==> src/rtl/led_frame_buffer.sv <==
// led_frame_buffer
//   Double-buffered per-LED colour store for the WS281x strand driver.
//   Pattern/host logic writes the back bank while the driver reads GRB
//   triples from the front bank. The banks swap only when the driver reads
//   the last LED, so a strand never shows a half-updated frame.
//
//   Optional feature macro: BRIGHTNESS_SCALE_EN
//     defined   -> brightness port present, each channel is scaled by
//                  (brightness+1)/256, read latency 2
//     undefined -> no brightness port, read latency 1
//
// Ports
//   clk_in                    system clock
//   rst_in                    synchronous reset, active-high
//   req_idx / req_valid       driver read request
//   green_out/red_out/blue_out front-bank colour of the served request
//   color_valid               one-cycle pulse, colour outputs valid
//   wr_en / wr_idx / wr_*     back-bank write, accepted when wr_en & wr_ready
//   wr_ready                  high only in RUN
//   swap_req                  pulse, request a bank swap at next frame end
//   swap_done                 one-cycle pulse when the swap takes effect
//   brightness                global scale (BRIGHTNESS_SCALE_EN only)
//
// state   | meaning
// --------+----------------------------------------------------------
// S_CLEAR | zeroing both banks, one index per cycle; writes refused
// S_RUN   | writes go to back bank; swap_req arms a swap
// S_PEND  | swap armed, waiting for last-index request; writes refused

module led_frame_buffer #(
  parameter int NUM_LEDS = 2,
  parameter int COLOR_W  = 8,
  localparam int IDX_W   = (NUM_LEDS > 1) ? $clog2(NUM_LEDS) : 1
) (
  input  logic               clk_in,
  input  logic               rst_in,
  input  logic [IDX_W-1:0]   req_idx,
  input  logic               req_valid,
  output logic [COLOR_W-1:0] green_out,
  output logic [COLOR_W-1:0] red_out,
  output logic [COLOR_W-1:0] blue_out,
  output logic               color_valid,
  input  logic               wr_en,
  input  logic [IDX_W-1:0]   wr_idx,
  input  logic [COLOR_W-1:0] wr_green,
  input  logic [COLOR_W-1:0] wr_red,
  input  logic [COLOR_W-1:0] wr_blue,
  output logic               wr_ready,
  input  logic               swap_req,
`ifdef BRIGHTNESS_SCALE_EN
  input  logic [7:0]         brightness,
`endif
  output logic               swap_done
);

  localparam logic [1:0] S_CLEAR = 2'd0;
  localparam logic [1:0] S_RUN   = 2'd1;
  localparam logic [1:0] S_PEND  = 2'd2;

  localparam int PIX_W = 3 * COLOR_W;
  localparam logic [IDX_W:0]   NUM_X    = (IDX_W+1)'(NUM_LEDS);
  localparam logic [IDX_W-1:0] LAST_IDX = IDX_W'(NUM_LEDS - 1);

  logic [1:0]       state;
  logic [IDX_W-1:0] clr_cnt;
  logic             front_sel;

  // Pixels packed as {green, red, blue}.
  logic [PIX_W-1:0] bank0 [NUM_LEDS];
  logic [PIX_W-1:0] bank1 [NUM_LEDS];

  logic             req_in_range;
  logic             wr_in_range;
  logic             boundary;
  logic             wr_accept;
  logic [PIX_W-1:0] rd_pix;

  always_comb begin
    req_in_range = ({1'b0, req_idx} < NUM_X);
    wr_in_range  = ({1'b0, wr_idx} < NUM_X);
    // Out-of-range indices never mark the end of a frame.
    boundary     = req_valid && req_in_range && (req_idx == LAST_IDX);
    wr_accept    = (state == S_RUN) && wr_en && wr_in_range;
    // Banks are only partly zeroed during CLEAR, so serve black explicitly.
    rd_pix = '0;
    if (req_in_range && (state != S_CLEAR))
      rd_pix = front_sel ? bank1[req_idx] : bank0[req_idx];
  end

  assign wr_ready = (state == S_RUN);

  always_ff @(posedge clk_in) begin
    if (rst_in) begin
      state     <= S_CLEAR;
      clr_cnt   <= '0;
      front_sel <= 1'b0;
      swap_done <= 1'b0;
    end else begin
      swap_done <= 1'b0;
      case (state)
        S_CLEAR: begin
          clr_cnt <= clr_cnt + 1'b1;
          if (clr_cnt == LAST_IDX) begin
            clr_cnt <= '0;
            state   <= S_RUN;
          end
        end
        S_RUN: begin
          if (swap_req) begin
            // Swap request coinciding with the last-index read takes effect
            // at this very boundary; the read itself still sees the old bank.
            if (boundary) begin
              front_sel <= ~front_sel;
              swap_done <= 1'b1;
            end else begin
              state <= S_PEND;
            end
          end
        end
        S_PEND: begin
          if (boundary) begin
            front_sel <= ~front_sel;
            swap_done <= 1'b1;
            state     <= S_RUN;
          end
        end
        default: state <= S_CLEAR;
      endcase
    end
  end

  // Bank storage carries no reset so it can map onto RAM; CLEAR zeroes it.
  always_ff @(posedge clk_in) begin
    if (!rst_in && (state == S_CLEAR)) begin
      bank0[clr_cnt] <= '0;
      bank1[clr_cnt] <= '0;
    end else if (!rst_in && wr_accept) begin
      if (front_sel)
        bank0[wr_idx] <= {wr_green, wr_red, wr_blue};
      else
        bank1[wr_idx] <= {wr_green, wr_red, wr_blue};
    end
  end

`ifdef BRIGHTNESS_SCALE_EN
  logic             s1_valid;
  logic [PIX_W-1:0] s1_pix;
  logic [7:0]       s1_bri;

  // (c * (b+1)) >> 8 : b=255 leaves c unchanged, b=0 gives black.
  function automatic logic [COLOR_W-1:0] scale(input logic [COLOR_W-1:0] c,
                                               input logic [7:0]         b);
    logic [8:0]         b_plus;
    logic [COLOR_W+8:0] prod;
    b_plus = {1'b0, b} + 9'd1;
    prod   = {{9{1'b0}}, c} * {{COLOR_W{1'b0}}, b_plus};
    return prod[COLOR_W+7:8];
  endfunction

  always_ff @(posedge clk_in) begin
    if (rst_in) begin
      s1_valid    <= 1'b0;
      s1_pix      <= '0;
      s1_bri      <= '0;
      color_valid <= 1'b0;
      green_out   <= '0;
      red_out     <= '0;
      blue_out    <= '0;
    end else begin
      s1_valid    <= req_valid;
      s1_pix      <= rd_pix;
      s1_bri      <= brightness;
      color_valid <= s1_valid;
      green_out   <= scale(s1_pix[PIX_W-1 -: COLOR_W], s1_bri);
      red_out     <= scale(s1_pix[2*COLOR_W-1 -: COLOR_W], s1_bri);
      blue_out    <= scale(s1_pix[COLOR_W-1:0], s1_bri);
    end
  end
`else
  always_ff @(posedge clk_in) begin
    if (rst_in) begin
      color_valid <= 1'b0;
      green_out   <= '0;
      red_out     <= '0;
      blue_out    <= '0;
    end else begin
      color_valid <= req_valid;
      green_out   <= rd_pix[PIX_W-1 -: COLOR_W];
      red_out     <= rd_pix[2*COLOR_W-1 -: COLOR_W];
      blue_out    <= rd_pix[COLOR_W-1:0];
    end
  end
`endif

endmodule

==> config.mk <==
export PLATFORM = sky130hd
export DESIGN_NAME = led_frame_buffer
export DESIGN_NICKNAME = d
export VERILOG_FILES = /design/src/rtl/led_frame_buffer.sv
export SDC_FILE = /design/constraint.sdc
export NUM_CORES = 1
export LEC_CHECK = 0
export BUFFER_PORTS_ARGS = -buffer_cell sky130_fd_sc_hd__clkbuf_2
export CAP_MARGIN = 20
export CORE_MARGIN = 4
export CORE_UTILIZATION = 30
export CTS_BUF_LIST = sky130_fd_sc_hd__clkbuf_16
export DETAILED_ROUTE_END_ITERATION = 10
export SYNTH_ARGS = -nofsm -noshare
export SYNTH_HDL_FRONTEND = slang
export SYNTH_SLANG_ARGS = --single-unit
==> constraint.sdc <==
create_clock -name clk_in -period 3.05 [get_ports clk_in]
set_input_delay 0.61 -clock clk_in [delete_from_list [all_inputs] [get_ports clk_in]]
set_output_delay 0.61 -clock clk_in [all_outputs]
set_load 0.01 [all_outputs]
### Yosys cells after proc, flatten, opt, wreduce, memory -nomap -nowiden

Memories as Yosys holds them, arrays and structs flattened.
Index checks and enable logic that the tools add are counted.
Widths: inputs -> output; s select.

* register bits: 30
* bits in writable memories: 96
* output and inout port bits: 27
* logic and storage cells: 61
* memories kept: 2

Memories
* bank0: depth 2, bits a word 24, rd ports 1, clocked after Yosys merged registers in 0, wr ports 1, line 69 `logic [PIX_W-1:0] bank0 [NUM_LEDS];`
* bank1: depth 2, bits a word 24, rd ports 1, clocked after Yosys merged registers in 0, wr ports 1, line 70 `logic [PIX_W-1:0] bank1 [NUM_LEDS];`

* $add $sub $neg: 1
* equal/unequal tests: 6
* muxes and demuxes: 29
* bitwise logic cells: 2
* reduce and logical (&&, ||, !) cells: 13

Operator list (count)
* $mux 24: 3
* $reduce_or 24->1: 2
* $mux 1: 19
* $mux 2: 4
* $ne 2x2->1 const B: 3
* $pmux 2 s3: 1
* $logic_and 1x1->1: 4
* $pmux 1 s2: 2
* $reduce_and 4->1: 1
* $reduce_bool 2->1: 2
* $eq 2x1->1 const B: 1
* $eq 2x2->1 const B: 1
* $logic_not 2->1: 1
* $ne 2x1->1 const B: 1
* $not 1->1: 2
* $reduce_and 2->1: 1
* $reduce_or 2->1: 1
* $add 1x1->1 const B: 1
* $logic_not 1->1: 1

### Logic depth before layout (Yosys ltp)

Gate-level depths: netlist of the first run.

* depth after elaboration: 8
* depth in mapped cells: 6
* depth with buffers taken out: 5

### Worst setup path before layout of the first run

No wires, ideal clock.

* kind: flip-flop to flip-flop
* start point: register state[1]
* end point: memory bank0[1][0] (netlist name) (enable)
* library setup time: 0.407 ns
* data arrival time: 2.243 ns
* setup slack: 0.400 ns
* cell stages (with the launch flop): 6
* path buffers: 0
* cells stage by stage: dfxtp_1 > inv_1 > ha_1 > nand4b_1 > o21ai_0 > nor2b_1

* longest elaborated chain between the ends: 8

RTL lines
* from (decl): line 64 `logic [1:0] state;`
* from (signal assigned): line 94 `state <= S_CLEAR;`
* from (signal assigned): line 105 `state <= S_RUN;`
* from (signal assigned): line 116 `state <= S_PEND;`
* $eq 2x1->1 *
* via wr_ready: line 48 `output logic wr_ready,`
* $logic_and 1x1->1 *: line 83 `wr_accept = (state == S_RUN) && wr_en && wr_in_range;`
* $logic_and 1x1->1 *: line 137 `end else if (!rst_in && wr_accept) begin`
* $mux 1 *: line 137
* $mux 1 *: line 134 `if (!rst_in && (state == S_CLEAR)) begin`
* $mux 1 (not written as such) *: line 139 `bank0[wr_idx] <= {wr_green, wr_red, wr_blue};`
* $reduce_or 24->1 (no line)
* $mux 1 (no line)
* to (decl): line 69

The timed path passes the listed nets; every way through them passes the cells marked *.

### Final worst setup path of the first run

* start point: register state[0]
* end point: memory bank0[1][3] (netlist name), data pin

* longest elaborated chain between the ends: 8

RTL lines (line)
* $eq 2x1->1: 83
* $logic_and 1x1->1: 83
* $logic_and 1x1->1: 137
* $mux 1: 137
* $mux 1 *: 134
* $mux 1 (not written as such) *: 139
* $reduce_or 24->1 (no line) *
* $mux 24 (no line) *

Mark *: on every way between the ends. The rest lies on a longest branch, timed or not.

==> flow_metrics.py, run 1 <==
metrics = {
    "critical_path": {
        "timing.reg2reg.worst_path_depth": 5,
        "worst_path_max_delay_cell": "sky130_fd_sc_hd__nor2_2",
        "worstPathRequired_ps": 3310,
        "critical_path.n_buffers_inverters": 1,
        "worstReg2RegStart": "state[0]",
        "crit_path_start_kind": "flop",
        "r2r_slack_ps": 700,
        "worst_path_largest_cell_delay_ps": 880,
        "worst_r2r_endpoint": "bank0[1][3]",
        "crit_path_max_fanout": 24,
        "crit_family": "simple AND/OR/NAND/NOR gates",
        "crit_arrival_ps": 2610,
        "critical_path.cell_chain": "inv_1 -> ha_1 -> nand4b_1 -> nor2_2 -> and2_1",
        "worst-setup-path-type": "flop to flop",
        "worst_setup_path_end_kind": "flop",
    },
    "min_path": {
        "worst_hold_path_type": "flop to flop",
        "min_delay_path_depth": 2,
        "worst_min_delay_path_endpoint": "clr_cnt",
        "timing.hold.worst.start": "clr_cnt",
    },
    "timing": {
        "tightestPinTransition_ps": 1090,
        "fin_worst_skew_ps": 7.88,
        "slew_viol_final": 0,
        "hold_ws_ps": 486,
        "timing.final.crit_period_ps": 2350,
        "timing.final.setup_violations": 0,
        "finalWorstSetupSlack_ps": 701,
        "achievable-frequency_ghz": 0.426,
        "max-slew-margin-rel_pct": 27.1,
        "grt_setup_unrepaired": "false",
        "period_share_pct": 77.0,
        "setup-tns-final_ps": 0,
        "hold_viol": 0,
    },
    "drt": {
        "first_iter_violations": 230,
        "post_drt_wl_per_cell_um": 16.9,
        "route.antenna.remaining_nets": 0,
        "drt_drc_violations_left": 0,
        "vias_per_cell": 4.36,
        "vias": 2522,
        "drt_first_pass_iters": 4,
        "drt_wl_total_um": 9800,
    },
    "cts": {
        "cts_setup_buffers": 0,
        "clkSlewWorstSetupHoldPaths_ps": 60,
        "post_cts_hold_buffer_count": 0,
        "tritoncts": "yes",
        "cts-htree-levels": 4,
        "root_buffer": "sky130_fd_sc_hd__clkbuf_16",
        "worst_skew_pair.late_latency_ps": 410,
        "bufs_on_longest_clock_path": 2,
        "postCtsResizedCells": 0,
        "tritoncts.num_buffers": 17,
        "cts_num_sinks": 126,
    },
    "power": {
        "switching_share_pct": 24.9,
        "power.total_uw": 4910,
        "share_seq_of_total_power_pct": 47.9,
        "p_comb_share_pct": 16.3,
        "part_of_the_power_in_the_clock_network_pct": 35.8,
        "worst_ir_drop_vdd_uv": 435,
        "power_leakage_uw": 0.00220,
        "cellPowerDensity_mw_per_mm2": 819,
        "power_switching_uw": 1220,
        "cellInternalPower_uw": 3690,
    },
    "layout": {
        "insertedDiodeCount": 0,
        "final_net_count": 385,
        "flow.area_growth_from_synthesis_pct": 21.4,
        "drive_above_1_share_pct": 31.7,
        "layout_fillers": 1541,
    },
    "run": {
        "max-cap-violations": 0,
    },
    "synth": {
        "async_flop_share_pct": 0,
        "synth_ff_type": "sky130_fd_sc_hd__edfxtp_1",
        "synth_seq_cells": 126,
        "yosys.cell_types.count": 36,
        "synth_warnings": 0,
        "synth_fp_nets": 315,
        "syn_inst": 280,
        "synthTopCellsByArea": "sky130_fd_sc_hd__edfxtp_1 (58%), sky130_fd_sc_hd__dfxtp_1 (12%), sky130_fd_sc_hd__mux4_2 (7.7%)",
        "netlist.top_cell.by_area": "sky130_fd_sc_hd__edfxtp_1",
        "synth_area_sq_mm": 0.00494,
        "postSynthAreaPerCell_sq_um": 17.7,
        "synth_largest_type_area_fraction_pct": 58.3,
        "proportion_of_synthesized_chip_area_in_sequential_cells_pct": 70.5,
        "post_synth_edffs": 96,
    },
    "place": {
        "detailedPlace.worstSlack_ps": 713,
        "place.detailed.hpwl_um": 5970,
        "port-buffer-count": 57,
        "globalplace.congestion": 0.706,
    },
    "grt": {
        "grt_start_max_net_pins": 25,
        "global_route.overflow_total": 0,
        "grt_pass1_vias": 2845,
        "initial_antenna_violation_count": 0,
        "track_usage_pct": 11.8,
        "first_pass_grt_wire_length_um": 15600,
    },
    "floorplanning": {
        "core-area_sq_mm": 0.0160,
        "effective_utilization_at_floorplan_pct": 30.9,
        "pin_count": 58,
        "fp.dieH_um": 136,
        "die_w_um": 136,
        "die_area_sq_mm": 0.0186,
        "fp-row-count": 46,
    },
    "status": {
        "outcome": "finished clean",
    },
}
==> layout make-up <==
type                       instances  area (sq um)  area share, %
clock buffer                      17           425           7.09
clock inverter                    15          90.1           1.50
inverter                           3          11.3          0.188
multi-input combinational        138          1380           23.0
sequential                       126          3480           58.1
tap                              216           270           4.50
timing repair buffer              64           338           5.63
==> tightest hold or removal path: cells and delay by family (launching register included) <==
kind               cells  cell delay [ps]
AOI/OAI and AO/OA      1               60
DFF                    1              320
and+or+nand+nor        1               70
==> power groups by stage <==
stage                     Combinational [uW]  Clock, uW  Sequential, uW
after floorplan                          493          0            2390
after global placement                   808          0            2370
after detailed placement                 816          0            2390
after CTS                                820       1790            2360
after global routing                     877       1890            2390
final                                    798       1760            2350
==> synthesized netlist by cell type (all sizes together), types with 3 or more instances <==
master / instances
a21oi: 4
nor2: 5
nand2b: 5
buf: 6
dfxtp: 30
and2: 48
clkbuf: 7
ha: 4
edfxtp: 96
o21ai: 5
mux4: 24
inv: 3
nor2b: 27
==> metrics by stage <==
stage,std cells,utilization [%],cell area (sq um)
detailed placement,547,34.3,5480
floorplan,280,-,4940
finish,579,37.5,6000
CTS,579,37.5,6000
global route,579,37.5,6000
global placement,547,34.3,5480
==> routing by layer <==
layer | share of wire (%) | vias to the layer above | track usage [%]
met4 | 1.3 | 0 | 3.86
met5 | 0 | - | 0
li1 | - | 1197 | -
met1 | 44 | 1249 | 14.2
met2 | 50 | 61 | 19.4
met3 | 4.6 | 15 | 4.48
==> worst max-delay path by stage <==
stage / slack [ps] / end / depth (start not counted) / start
after global routing: 510 / bank0[0][1] / 5 / state[1]
after detailed placement: 710 / bank0[1][16] / 5 / state[0]
final: 700 / bank0[1][3] / 5 / state[0]
after floorplan: 400 / bank0[1][0] / 5 / state[1]
after global placement: 770 / green_out[5] / 4 / req_idx
after CTS: 670 / bank0[1][3] / 5 / state[0]
==> cell families (layout without fill, tap and decap cells) <==
family | count (synthesis) | after routing | synth area share, %
flip-flops | 126 | 126 | 70.5
multiplexers | 26 | 26 | 11.9
AO/OA/AOI/OAI | 15 | 15 | 1.90
AND/OR/NAND/NOR | 93 | 93 | 12.6
adder cells (fa/ha/maj) | 4 | 4 | 1.01
buffers and inverters | 16 | 99 | 2.20
==> cells in the final DEF, fill, tap and decap left out, types with 2 or more instances in the layout <==
| cell type | count |
|---|---|
| sky130_fd_sc_hd__dfxtp_1 | 30 |
| sky130_fd_sc_hd__nor2_4 | 3 |
| sky130_fd_sc_hd__nor2b_4 | 4 |
| sky130_fd_sc_hd__nor2b_1 | 23 |
| sky130_fd_sc_hd__clkinv_1 | 7 |
| sky130_fd_sc_hd__and2_1 | 48 |
| sky130_fd_sc_hd__a21oi_1 | 4 |
| sky130_fd_sc_hd__o21a_1 | 2 |
| sky130_fd_sc_hd__ha_1 | 4 |
| sky130_fd_sc_hd__mux4_2 | 17 |
| sky130_fd_sc_hd__nand2b_1 | 5 |
| sky130_fd_sc_hd__clkinv_2 | 3 |
| sky130_fd_sc_hd__inv_1 | 6 |
| sky130_fd_sc_hd__edfxtp_1 | 96 |
| sky130_fd_sc_hd__buf_4 | 7 |
| sky130_fd_sc_hd__o21ai_0 | 4 |
| sky130_fd_sc_hd__mux4_1 | 7 |
| sky130_fd_sc_hd__mux2i_1 | 2 |
| sky130_fd_sc_hd__clkbuf_16 | 17 |
| sky130_fd_sc_hd__clkbuf_2 | 57 |
==> state kept, by name (all words and copies together), names as in the netlist <==
signal and cells:
red_out 8, green_out 8, state 2, bank1 48, bank0 48, color_valid 1
clr_cnt 1, swap_done 1, blue_out 8, front_sel 1
No activity file was read; power rests on OpenSTA's default activity.
==> inputs of run 2 (changes only) <==
==> constraint.sdc (replaced) <==
create_clock -name clk_in -period 2.4 [get_ports clk_in]
set_input_delay 0.48 -clock clk_in [delete_from_list [all_inputs] [get_ports clk_in]]
set_output_delay 0.48 -clock clk_in [all_outputs]
set_load 0.01 [all_outputs]
==> run 2 against run 1 <==
Compared with the run above:
- global-route usage fell by 0.50 points
- clock-buffer cell count did not move
- first-iteration DRC count fell by 18%
- core utilization rose by 1.1 points
- largest power group unchanged
- non-clock buffer count rose by 8
- fmax rose by 17%
- sequential power rose by 27%
- combinational power rose by 35%
- sequential share of layout area fell by 1.6 points
- critical path depth rose by 1
- total power rose by 35%
- setup slack got worse by 300 ps
- critical endpoint is now bank0[1][12]
==> flow_metrics.py, run 2 (synthesis results as in run 1) <==
metrics = {
    "status": {
        "outcome": "finished clean",
    },
    "cts": {
        "post_cts_hold_buffer_count": 0,
        "cts-htree-levels": 4,
        "worst_skew_pair.late_latency_ps": 410,
        "cts_num_sinks": 126,
        "cts_setup_buffers": 0,
        "bufs_on_longest_clock_path": 2,
        "clkSlewWorstSetupHoldPaths_ps": 50,
        "postCtsResizedCells": 0,
        "root_buffer": "sky130_fd_sc_hd__clkbuf_16",
        "tritoncts": "yes",
        "tritoncts.num_buffers": 17,
    },
    "grt": {
        "grt_start_max_net_pins": 29,
        "global_route.overflow_total": 0,
        "first_pass_grt_wire_length_um": 15500,
        "grt_pass1_vias": 2862,
        "initial_antenna_violation_count": 0,
        "track_usage_pct": 11.3,
    },
    "timing": {
        "period_share_pct": 83.3,
        "timing.final.crit_period_ps": 2000,
        "achievable-frequency_ghz": 0.500,
        "slew_viol_final": 0,
        "fin_worst_skew_ps": 9.71,
        "tightestPinTransition_ps": 593,
        "setup-tns-final_ps": 0,
        "timing.final.setup_violations": 0,
        "max-slew-margin-rel_pct": 60.4,
        "hold_viol": 0,
        "grt_setup_unrepaired": "false",
    },
    "drt": {
        "vias": 2566,
        "post_drt_wl_per_cell_um": 16.3,
        "drt_first_pass_iters": 4,
        "first_iter_violations": 188,
        "drt_wl_total_um": 9570,
        "route.antenna.remaining_nets": 0,
        "drt_drc_violations_left": 0,
        "vias_per_cell": 4.37,
    },
    "layout": {
        "drive_above_1_share_pct": 35.0,
        "final_util_pct": 38.6,
        "reg_top3": "bank0 (48), bank1 (48)",
        "final_cell_mix": "sky130_fd_sc_hd__edfxtp_1 (96), sky130_fd_sc_hd__clkbuf_2 (57), sky130_fd_sc_hd__and2_1 (48), sky130_fd_sc_hd__dfxtp_1 (30), sky130_fd_sc_hd__nor2b_1 (23)",
        "mostFrequentLayoutCell": "sky130_fd_sc_hd__edfxtp_1",
        "flow.area_growth_from_synthesis_pct": 24.8,
        "insertedDiodeCount": 0,
        "final_cell_count_no_fill": 587,
        "final_net_count": 393,
    },
    "run": {
        "max-cap-violations": 0,
    },
    "place": {
        "place.detailed.hpwl_um": 6300,
        "dpl.cell_count": 555,
        "port-buffer-count": 57,
        "globalplace.congestion": 0.730,
    },
    "floorplanning": {
        "fp-row-count": 46,
        "fp.dieH_um": 136,
        "effective_utilization_at_floorplan_pct": 30.9,
        "die_w_um": 136,
        "pin_count": 58,
        "core-area_sq_mm": 0.0160,
        "die_area_sq_mm": 0.0186,
    },
    "power": {
        "worst_ir_drop_vdd_uv": 580,
        "share_seq_of_total_power_pct": 45.0,
        "switching_share_pct": 24.6,
        "cellInternalPower_uw": 4990,
        "power_leakage_uw": 0.00228,
        "power_switching_uw": 1630,
        "cellPowerDensity_mw_per_mm2": 1070,
        "part_of_the_power_in_the_clock_network_pct": 38.6,
        "power.total_uw": 6630,
        "p_comb_share_pct": 16.4,
    },
    "critical_path": {
        "worst_r2r_endpoint": "bank0[1][12]",
        "crit_path_max_fanout": 24,
        "timing.reg2reg.worst_path_depth": 6,
        "worst_path_max_delay_cell": "sky130_fd_sc_hd__ha_1",
        "worst-setup-path-type": "flop to flop",
        "worst_path_largest_cell_delay_ps": 380,
        "worst_setup_path_end_kind": "flop",
        "critical_path.cell_chain": "inv_1 -> ha_1 -> nand4b_1 -> o21ai_0 -> nor2b_4 -> buf_12",
        "crit_path_start_kind": "flop",
        "r2r_slack_ps": 400,
        "worstPathRequired_ps": 2510,
        "crit_arrival_ps": 2100,
        "worstReg2RegStart": "state[1]",
    },
    "min_path": {
        "timing.hold.worst.start": "req_valid",
        "worst_hold_path_type": "input pin to flop",
        "worst_min_delay_path_endpoint": "color_valid",
        "min_delay_path_depth": 2,
    },
}
run 2: cell types whose count changed in the layout (fill, tap and decap cells not counted), moves of 2 or more:
cell | previous run | this run
sky130_fd_sc_hd__clkinv_1 | 7 | 1
sky130_fd_sc_hd__buf_4 | 7 | 12
sky130_fd_sc_hd__clkinv_4 | 0 | 5
sky130_fd_sc_hd__buf_12 | 0 | 3
sky130_fd_sc_hd__bufinv_16 | 1 | 3
sky130_fd_sc_hd__clkinv_2 | 3 | 1
run 2: worst max-delay path by stage:
stage	from	end	slack [ps]	cells after the start
CTS	state[1]	bank0[1][12]	410	6
global placement	state[1]	bank0[1][4]	550	6
global route	state[1]	bank0[0][7]	290	6
finish	state[1]	bank0[1][12]	400	6
detailed placement	state[1]	bank0[1][4]	430	6
floorplan	state[1]	bank0[1][0]	190	5
run 2: per-layer routing:
metal	routed length (um)	track usage, %	up-vias
li1	-	-	1215
met1	4090	14.0	1262
met2	4740	18.2	75
met3	597	3.89	14
met4	142	4.14	0
met5	0	0	-
run 2: critical path, delay by kind of cell, from the launching register on:
family / cells / cell delay [ps]
simple gates: 2 / 430
fa+ha+maj: 1 / 380
flops: 1 / 340
buf+inv: 2 / 310
compound gates: 1 / 230
run 2: metrics by stage:
| stage | hold slack [ps] | setup WS [ps] | area (sq um) |
|---|---|---|---|
| after floorplan | 458 | 194 | 4950 |
| after global placement | 472 | 549 | 5570 |
| after detailed placement | 482 | 425 | 5570 |
| after CTS | 346 | 406 | 6170 |
| after global routing | 368 | 289 | 6170 |
| final | 370 | 400 | 6170 |
run 2: layout make-up:
type,instances,area (sq um)
repair buffers,72,435
multi-input cells,138,1370
clock buffers,17,425
clock inverters,15,174
well taps,216,270
flip-flops and latches,126,3480
inverters,3,11.3
fillers,1541,9830
run 2: power groups by stage:
stage / clock network, uW / logic (uW) / registers (uW)
floorplan: 0 / 638 / 3030
global placement: 0 / 1080 / 3010
detailed placement: 0 / 1110 / 3030
CTS: 2610 / 1120 / 2990
global route: 2720 / 1180 / 3030
finish: 2560 / 1080 / 2980
